[src/rtl/sort_pkg.sv]
// Shared constants and types for the 5-lane sorter and its output checker.
package sort_pkg;
  localparam int NUM_LANES = 5;
  localparam int DEF_WIDTH = 16;

  localparam int ERR_ORDER = 0;
  localparam int ERR_SUM   = 1;
  localparam int ERR_XOR   = 2;
  localparam int ERR_MIN   = 3;
  localparam int ERR_MAX   = 4;
  localparam int ERR_W     = 5;

  typedef logic [NUM_LANES-1:0][DEF_WIDTH-1:0] lane_vec_t;

  typedef enum logic {
    ST_WARM = 1'b0,
    ST_RUN  = 1'b1
  } chk_state_t;
endpackage

[src/rtl/sort_delay_line.sv]
// Shift register that delays {valid, vector} by LATENCY cycles; only valid bits are reset.
module sort_delay_line
  import sort_pkg::*;
#(
  parameter int WIDTH   = DEF_WIDTH,
  parameter int LATENCY = 1
) (
  input  logic                             clk,
  input  logic                             rst_n,
  input  logic                             in_valid,
  input  logic [NUM_LANES-1:0][WIDTH-1:0]  in_vec,
  output logic                             out_valid,
  output logic [NUM_LANES-1:0][WIDTH-1:0]  out_vec
);
  logic [LATENCY-1:0]                           vld_q;
  logic [LATENCY:0]                             vld_next;
  logic [LATENCY-1:0][NUM_LANES-1:0][WIDTH-1:0] dat_q;
  logic [LATENCY:0][NUM_LANES-1:0][WIDTH-1:0]   dat_next;

  // Index 0 is the newest stage, index LATENCY-1 the oldest.
  assign vld_next = {vld_q, in_valid};
  assign dat_next = {dat_q, in_vec};

  always_ff @(posedge clk or negedge rst_n) begin
    if (!rst_n) vld_q <= '0;
    else        vld_q <= vld_next[LATENCY-1:0];
  end

  always_ff @(posedge clk) begin
    dat_q <= dat_next[LATENCY-1:0];
  end

  assign out_valid = vld_q[LATENCY-1];
  assign out_vec   = dat_q[LATENCY-1];
endmodule

[config.mk]
export PLATFORM = sky130hd
export DESIGN_NAME = sort_delay_line
export DESIGN_NICKNAME = d
export VERILOG_FILES = /design/src/rtl/sort_pkg.sv /design/src/rtl/sort_delay_line.sv
export SDC_FILE = /design/constraint.sdc
export NUM_CORES = 1
export LEC_CHECK = 0
export BUFFER_PORTS_ARGS = -buffer_cell sky130_fd_sc_hd__buf_2
export CORE_UTILIZATION = 30
export DETAILED_ROUTE_END_ITERATION = 8
export PLACE_DENSITY = 0.72
export SYNTH_ARGS = -nofsm -noshare
export SYNTH_HDL_FRONTEND = slang
export SYNTH_SLANG_ARGS = --single-unit
[constraint.sdc]
create_clock -name clk -period 0.8 [get_ports clk]
set_input_delay 0.04 -clock clk [delete_from_list [all_inputs] [get_ports clk]]
set_output_delay 0.04 -clock clk [all_outputs]
set_load 0.02 [all_outputs]
==> summary.md, run 1 <==
| Metric | Value |
|---|---|
| Status | finished, violations left |
| Failing checks | setup timing |
| RSZ-0062 raised after global routing | true |
| Chip width | 75.6 um |
| Crit path launch type | flop |
| Final HPWL DP | 2880 um |
| Clk sinks | 81 |
| Routed vias/inst | 3.95 |
| Largest net degree at the start of global routing | 14 |
| Pleak | 1.97 nW |
| Period minus WS final | 874 ps |
| Slew headroom | 0.931 |
| GRT overflow | 0 |
| Net Count, Synth | 164 |
| Worst setup margin | -74.3 ps |
| Crit-path slowest cell | dfrtp_1 |
| Area growth, synth to finish | 159% |
| Cell variety after synth | 2 |
| Most common cell after layout, fill and taps aside | dlygate4sd3_1 |
| CTS Buffer Depth | 2 |
| Core area | 0.00517 mm^2 |
| Wirelength per Cell | 15.6 um |
| Mapped Cells | 81 |
| Synthesized flop and latch total | 81 |
| Commonest non-fill, non-tap cells in the layout | dlygate4sd3_1 (83), buf_2 (82), buf_6 (81), dfxtp_2 (80), clkbuf_8 (10) |
| Synth top area share | 0.985 |
| Yosys top cell by area | dfxtp_1 |
| Initial DRC Count | 42 |
| Net Sw Frac | 0.217 |
| Post-Syn Area | 0.00163 mm^2 |
| Cell count along the critical path | 1 |
| Req. time, crit path | 760 ps |
| Vias after detailed routing | 1632 |
| Clock network fraction of design power | 0.384 |
| DRT Pass-1 Iters | 2 |
| Switch Pwr | 0.00201 W |
| Final Setup Violations | 81 |
| Crit path DAT | 830 ps |
| Setup CP Type | flop to primary output |
| Max frequency | 1140 MHz |
| Post-synthesis sequential area ratio | 1.00 |
| Multi-In Gates | 0 |
| Root buffer cell | clkbuf_8 |
| Proportion of layout cells with a drive suffix above 1 | 0.752 |
| Initial antenna violation count | 0 |
| Hold Path Stages | 2 |
| Yosys warns | 0 |
| Final ANT Viol Nets | 0 |
| First-pass GRT wire length | 8840 um |
| Routed WL | 6460 um |
| Part of the power in registers | 0.476 |
| Crit path max-delay family | flip-flops |
| Crit-path max cell delay | 380 ps |
| Number of hold violations in the final report | 0 |
| Synthesized area per cell | 20.1 um^2 |
| TritonCTS Buffers | 9 |
| DRC viols | 0 |
| Nets@finish | 421 |
| Hold Path Class | input port to flop |
| Final Cycle Share | 1.09 |
| Max Cap Viol | 0 |
| CTS tree | yes |
| Placer Congestion | 0.716 |
| Die Ht | 75.6 um |
| Crit end category | primary output |
| Crit path buf inv count | 1 |
| WHS | 332 ps |
| Vias in the first global route | 1894 |
| Starting Density | 0.314 |
| Gate power share | 0.140 |
| H-tree depth | 3 |
| Top cells by area, synth | dfxtp_1 (98%), dfrtp_1 (1.5%) |
| Multi-input logic area | 0 um^2 |
| Antenna Cells | 0 |
| Worst-margin pin slew | 103 ps |
| # IOs | 164 |
| Crit-path cells | buf_6 |
| CTS clk-pin slew, worst paths | 80 ps |
| Die area | 0.00572 mm^2 |
| Gr usage total | 0.230 |
| Pins Over Slew Limit | 0 |
| Util after Layout | 0.814 |
| Largest vdd supply drop | 1790 uV |
| Row count | 26 |
| Final total power | 0.00925 W |
| Pwr dens | 2200 mW/mm^2 |
| IO Port Bufs | 163 |
| CP max FO | 1 |
| P_int | 0.00724 W |
[cells in the mapped netlist]
cell type	count
dfrtp_1	1
dfxtp_1	80
[power by group through the flow]
stage                     Sequential (W)  Clock (W)  Combinational, W
after global placement           0.00438          0          0.000678
after detailed placement         0.00439          0          0.000690
after CTS                        0.00439    0.00359           0.00125
after floorplan                  0.00468          0                 0
after global routing             0.00442    0.00385           0.00136
final                            0.00440    0.00355           0.00129
[flip-flops by register name, summed over array words and instances, names as in the netlist]
name       count
out_vec       80
out_valid      1
[metal layers]
layer,global-route usage,share of wire
met4,0.142,0.034
met1,0.170,0.29
met3,0.0820,0.072
met5,0,0
met2,0.481,0.61
[kinds of logic (layout without fill, tap and decap cells)]
logic type	Yosys count	in the layout	share of synthesized area
flip-flops	81	81	1.00
buffers and inverters	0	262	0
[cell type report]
cell class | count | area, um^2
Fill cell | 283 | 961
Tap cell | 70 | 87.6
Sequential cell | 81 | 1730
Clock buffer | 11 | 141
Timing Repair Buffer | 246 | 2150
Clock inverter | 5 | 103
[worst paths after layout]
check,slack (ps),end,start
max,-70,out_valid,out_valid
min,330,out_vec[14],in_vec[14]
max in group asynchronous,120,out_valid,rst_n
min in group asynchronous,570,out_valid,rst_n
[stage by stage]
step | cells | setup slack, ps | TNS, ps | cell area (um^2)
floorplan | 81 | 344 | 0 | 1630
global placement | 314 | 277 | 0 | 2530
detailed placement | 314 | 281 | 0 | 2530
CTS | 413 | -88.5 | -2690 | 4210
global route | 413 | -118 | -4420 | 4210
finish | 413 | -74.3 | -1640 | 4210
[repair_timing]
item,in CTS,in global routing
endpoints found under the setup margin,81,81
resized for setup,241,1
hold buffers,83,0
setup buffers,0,0
endpoints found under the hold margin,82,0
Power figures use the tool's default switching activity.
==> run 2: changes to the inputs <==
Settings changed: CELL_PAD_IN_SITES_DETAIL_PLACEMENT set to 2, CELL_PAD_IN_SITES_GLOBAL_PLACEMENT set to 2, CORE_UTILIZATION 30 to 17, PLACE_DENSITY 0.72 to unset, PLACE_DENSITY_LB_ADDON set to 0.1.
==> summary.md, run 2 (synthesized netlist as in run 1, its figures left out) <==
| Metric | Value |
|---|---|
| CP max FO | 1 (unchanged) |
| Clk sinks | 81 (unchanged) |
| DRC viols | 0 (unchanged) |
| Max Cap Viol | 0 (unchanged) |
| Commonest non-fill, non-tap cells in the layout | dlygate4sd3_1 (83), buf_2 (82), buf_6 (81), dfxtp_2 (80), clkbuf_8 (9) |
| Final ANT Viol Nets | 0 (unchanged) |
| Worst-margin pin slew | 103 ps (+0.184 ps) |
| Min-Delay Endpoint | out_vec[50] |
| First-pass GRT wire length | 9800 um (+11%) |
| Gr usage total | 0.134 (-0.0961) |
| Net Sw Frac | 0.233 (+0.0159) |
| Largest register FFs | 80 (unchanged) |
| Hold Path Stages | 2 (unchanged) |
| Routed vias/inst | 3.39 (-14%) |
| Final HPWL DP | 3400 um (+18%) |
| CTS Buffer Depth | 2 (unchanged) |
| Nets@finish | 421 (unchanged) |
| # IOs | 164 (unchanged) |
| Worst setup margin | -89.0 ps (-14.7 ps) |
| P_int | 0.00654 W (-9.7%) |
| Crit path buf inv count | 1 (unchanged) |
| Period minus WS final | 889 ps (+14.7 ps) |
| Slew headroom | 0.931 (about the same) |
| Row count | 35 (+35%) |
| IO Port Bufs | 163 (unchanged) |
| Crit path DAT | 850 ps (+20 ps) |
| Final Cycle Share | 1.11 (+0.0184) |
| Crit path max-delay family | flip-flops |
| Pleak | 1.93 nW (-1.7%) |
| Clock network fraction of design power | 0.335 (-0.049) |
| Die Ht | 99.8 um (+32%) |
| Crit-path max cell delay | 380 ps (about the same) |
| H-tree depth | 3 (unchanged) |
| Core area | 0.00924 mm^2 (+79%) |
| Failing checks | setup timing |
| Setup CP Type | flop to primary output |
| Pins Over Slew Limit | 0 (unchanged) |
| Largest net degree at the start of global routing | 14 (unchanged) |
| GRT overflow | 0 (unchanged) |
| Part of the power in registers | 0.516 (+0.040) |
| Vias in the first global route | 1947 (+2.8%) |
| Crit-path cells | buf_6 |
| Initial DRC Count | 21 (-50%) |
| Req. time, crit path | 760 ps (about the same) |
| Vias after detailed routing | 1602 (-1.8%) |
| Proportion of layout cells with a drive suffix above 1 | 0.746 (-0.00583) |
| Hold Path Class | input port to flop |
| WHS | 328 ps (-3.70 ps) |
| Area growth, synth to finish | 160% |
| Multi-input logic area | 0 um^2 (unchanged) |
| Crit end category | primary output |
| Antenna Cells | 0 (unchanged) |
| DRT Pass-1 Iters | 4 (+2) |
| Wirelength per Cell | 13.4 um (-14%) |
| Initial antenna violation count | 0 (unchanged) |
| Crit path launch type | flop |
| Largest vdd supply drop | 1010 uV (-44%) |
| RSZ-0062 raised after global routing | true |
| CTS clk-pin slew, worst paths | 90 ps (about the same) |
| Die area | 0.00996 mm^2 (+74%) |
| Crit-path slowest cell | dfrtp_1 |
| Hold path start | in_vec[50] |
| Switch Pwr | 0.00199 W (-1.1%) |
| Routed WL | 6320 um (-2.2%) |
| DP Worst Slack | 251 ps (-29.5 ps) |
| Gate power share | 0.149 (+0.009) |
| Multi-In Gates | 0 (unchanged) |
| Root buffer cell | clkbuf_8 |
| Max frequency | 1120 MHz (-1.7%) |
| Starting Density | 0.176 (-0.138) |
| TritonCTS Buffers | 9 (unchanged) |
| Chip width | 99.8 um (+32%) |
| CTS tree | yes |
| Post CTS Setup Buffer Count | 0 (unchanged) |
| Number of hold violations in the final report | 0 (unchanged) |
| Placer Congestion | 0.582 (-19%) |
| Most common cell after layout, fill and taps aside | dlygate4sd3_1 |
| Util after Layout | 0.458 (-0.356) |
| Final Setup Violations | 81 (unchanged) |
| Pwr dens | 2010 mW/mm^2 (-8.3%) |
| Status | finished, violations left |
run 2: changes by cell type in the layout (fill, tap and decap cells not counted), sizes merged:
cell,change
bufinv,-2
clkbuf,+1
clkinvlp,+1
run 2: how the worst max path moves through the flow:
| stage | from | end | slack (ps) | cells past startpoint |
|---|---|---|---|---|
| after floorplan | out_valid | out_valid | 340 | 0 |
| after global placement | out_vec[38] | out_vec[38] | 260 | 1 |
| after detailed placement | out_vec[38] | out_vec[38] | 250 | 1 |
| after CTS | out_valid | out_valid | -110 | 1 |
| after global routing | out_valid | out_valid | -140 | 1 |
| final | out_valid | out_valid | -90 | 1 |
run 2: cell type report:
type | count | area, um^2
Timing Repair Buffer | 246 | 2150
Clock buffer | 12 | 135
Fill cell | 916 | 5010
Clock inverter | 4 | 53.8
Tap cell | 129 | 161
Sequential cell | 81 | 1730
run 2: per-stage QoR:
stage / TNS (ps) / cell area, um^2 / cells / power, W
4_1_cts: -3810 / 4230 / 472 / 0.00868
3_5_place_dp: 0 / 2600 / 373 / 0.00508
5_1_grt: -5250 / 4230 / 472 / 0.00896
3_3_place_gp: 0 / 2600 / 373 / 0.00507
6_report: -1640 / 4230 / 472 / 0.00852
2_1_floorplan: 0 / 1630 / 81 / 0.00468
run 2: per-layer routing:
layer  routed length (um)  part of all wire  track usage  vias to the layer above
li1                     -                 -            -                      760
met1                 2040              0.32        0.121                      739
met2                 3650              0.58        0.265                       94
met3                  540             0.085       0.0543                        9
met4                   98             0.016       0.0509                        0
met5                    0                 0            0                        -
run 2: power by group through the flow:
stage          logic (W)  registers (W)  clock network, W
2_1_floorplan          0        0.00468                 0
3_3_place_gp    0.000684        0.00438                 0
3_5_place_dp    0.000693        0.00439                 0
4_1_cts          0.00126        0.00439           0.00303
5_1_grt          0.00135        0.00442           0.00319
6_report         0.00127        0.00440           0.00285
run 2: repair_timing:
| item | CTS | global route |
|---|---|---|
| cloned | 0 | 0 |
| endpoints found under the hold margin | 82 | 0 |
| endpoints found under the setup margin | 81 | 81 |
| gates resized for setup | 242 | 0 |
| hold buffers | 83 | 0 |
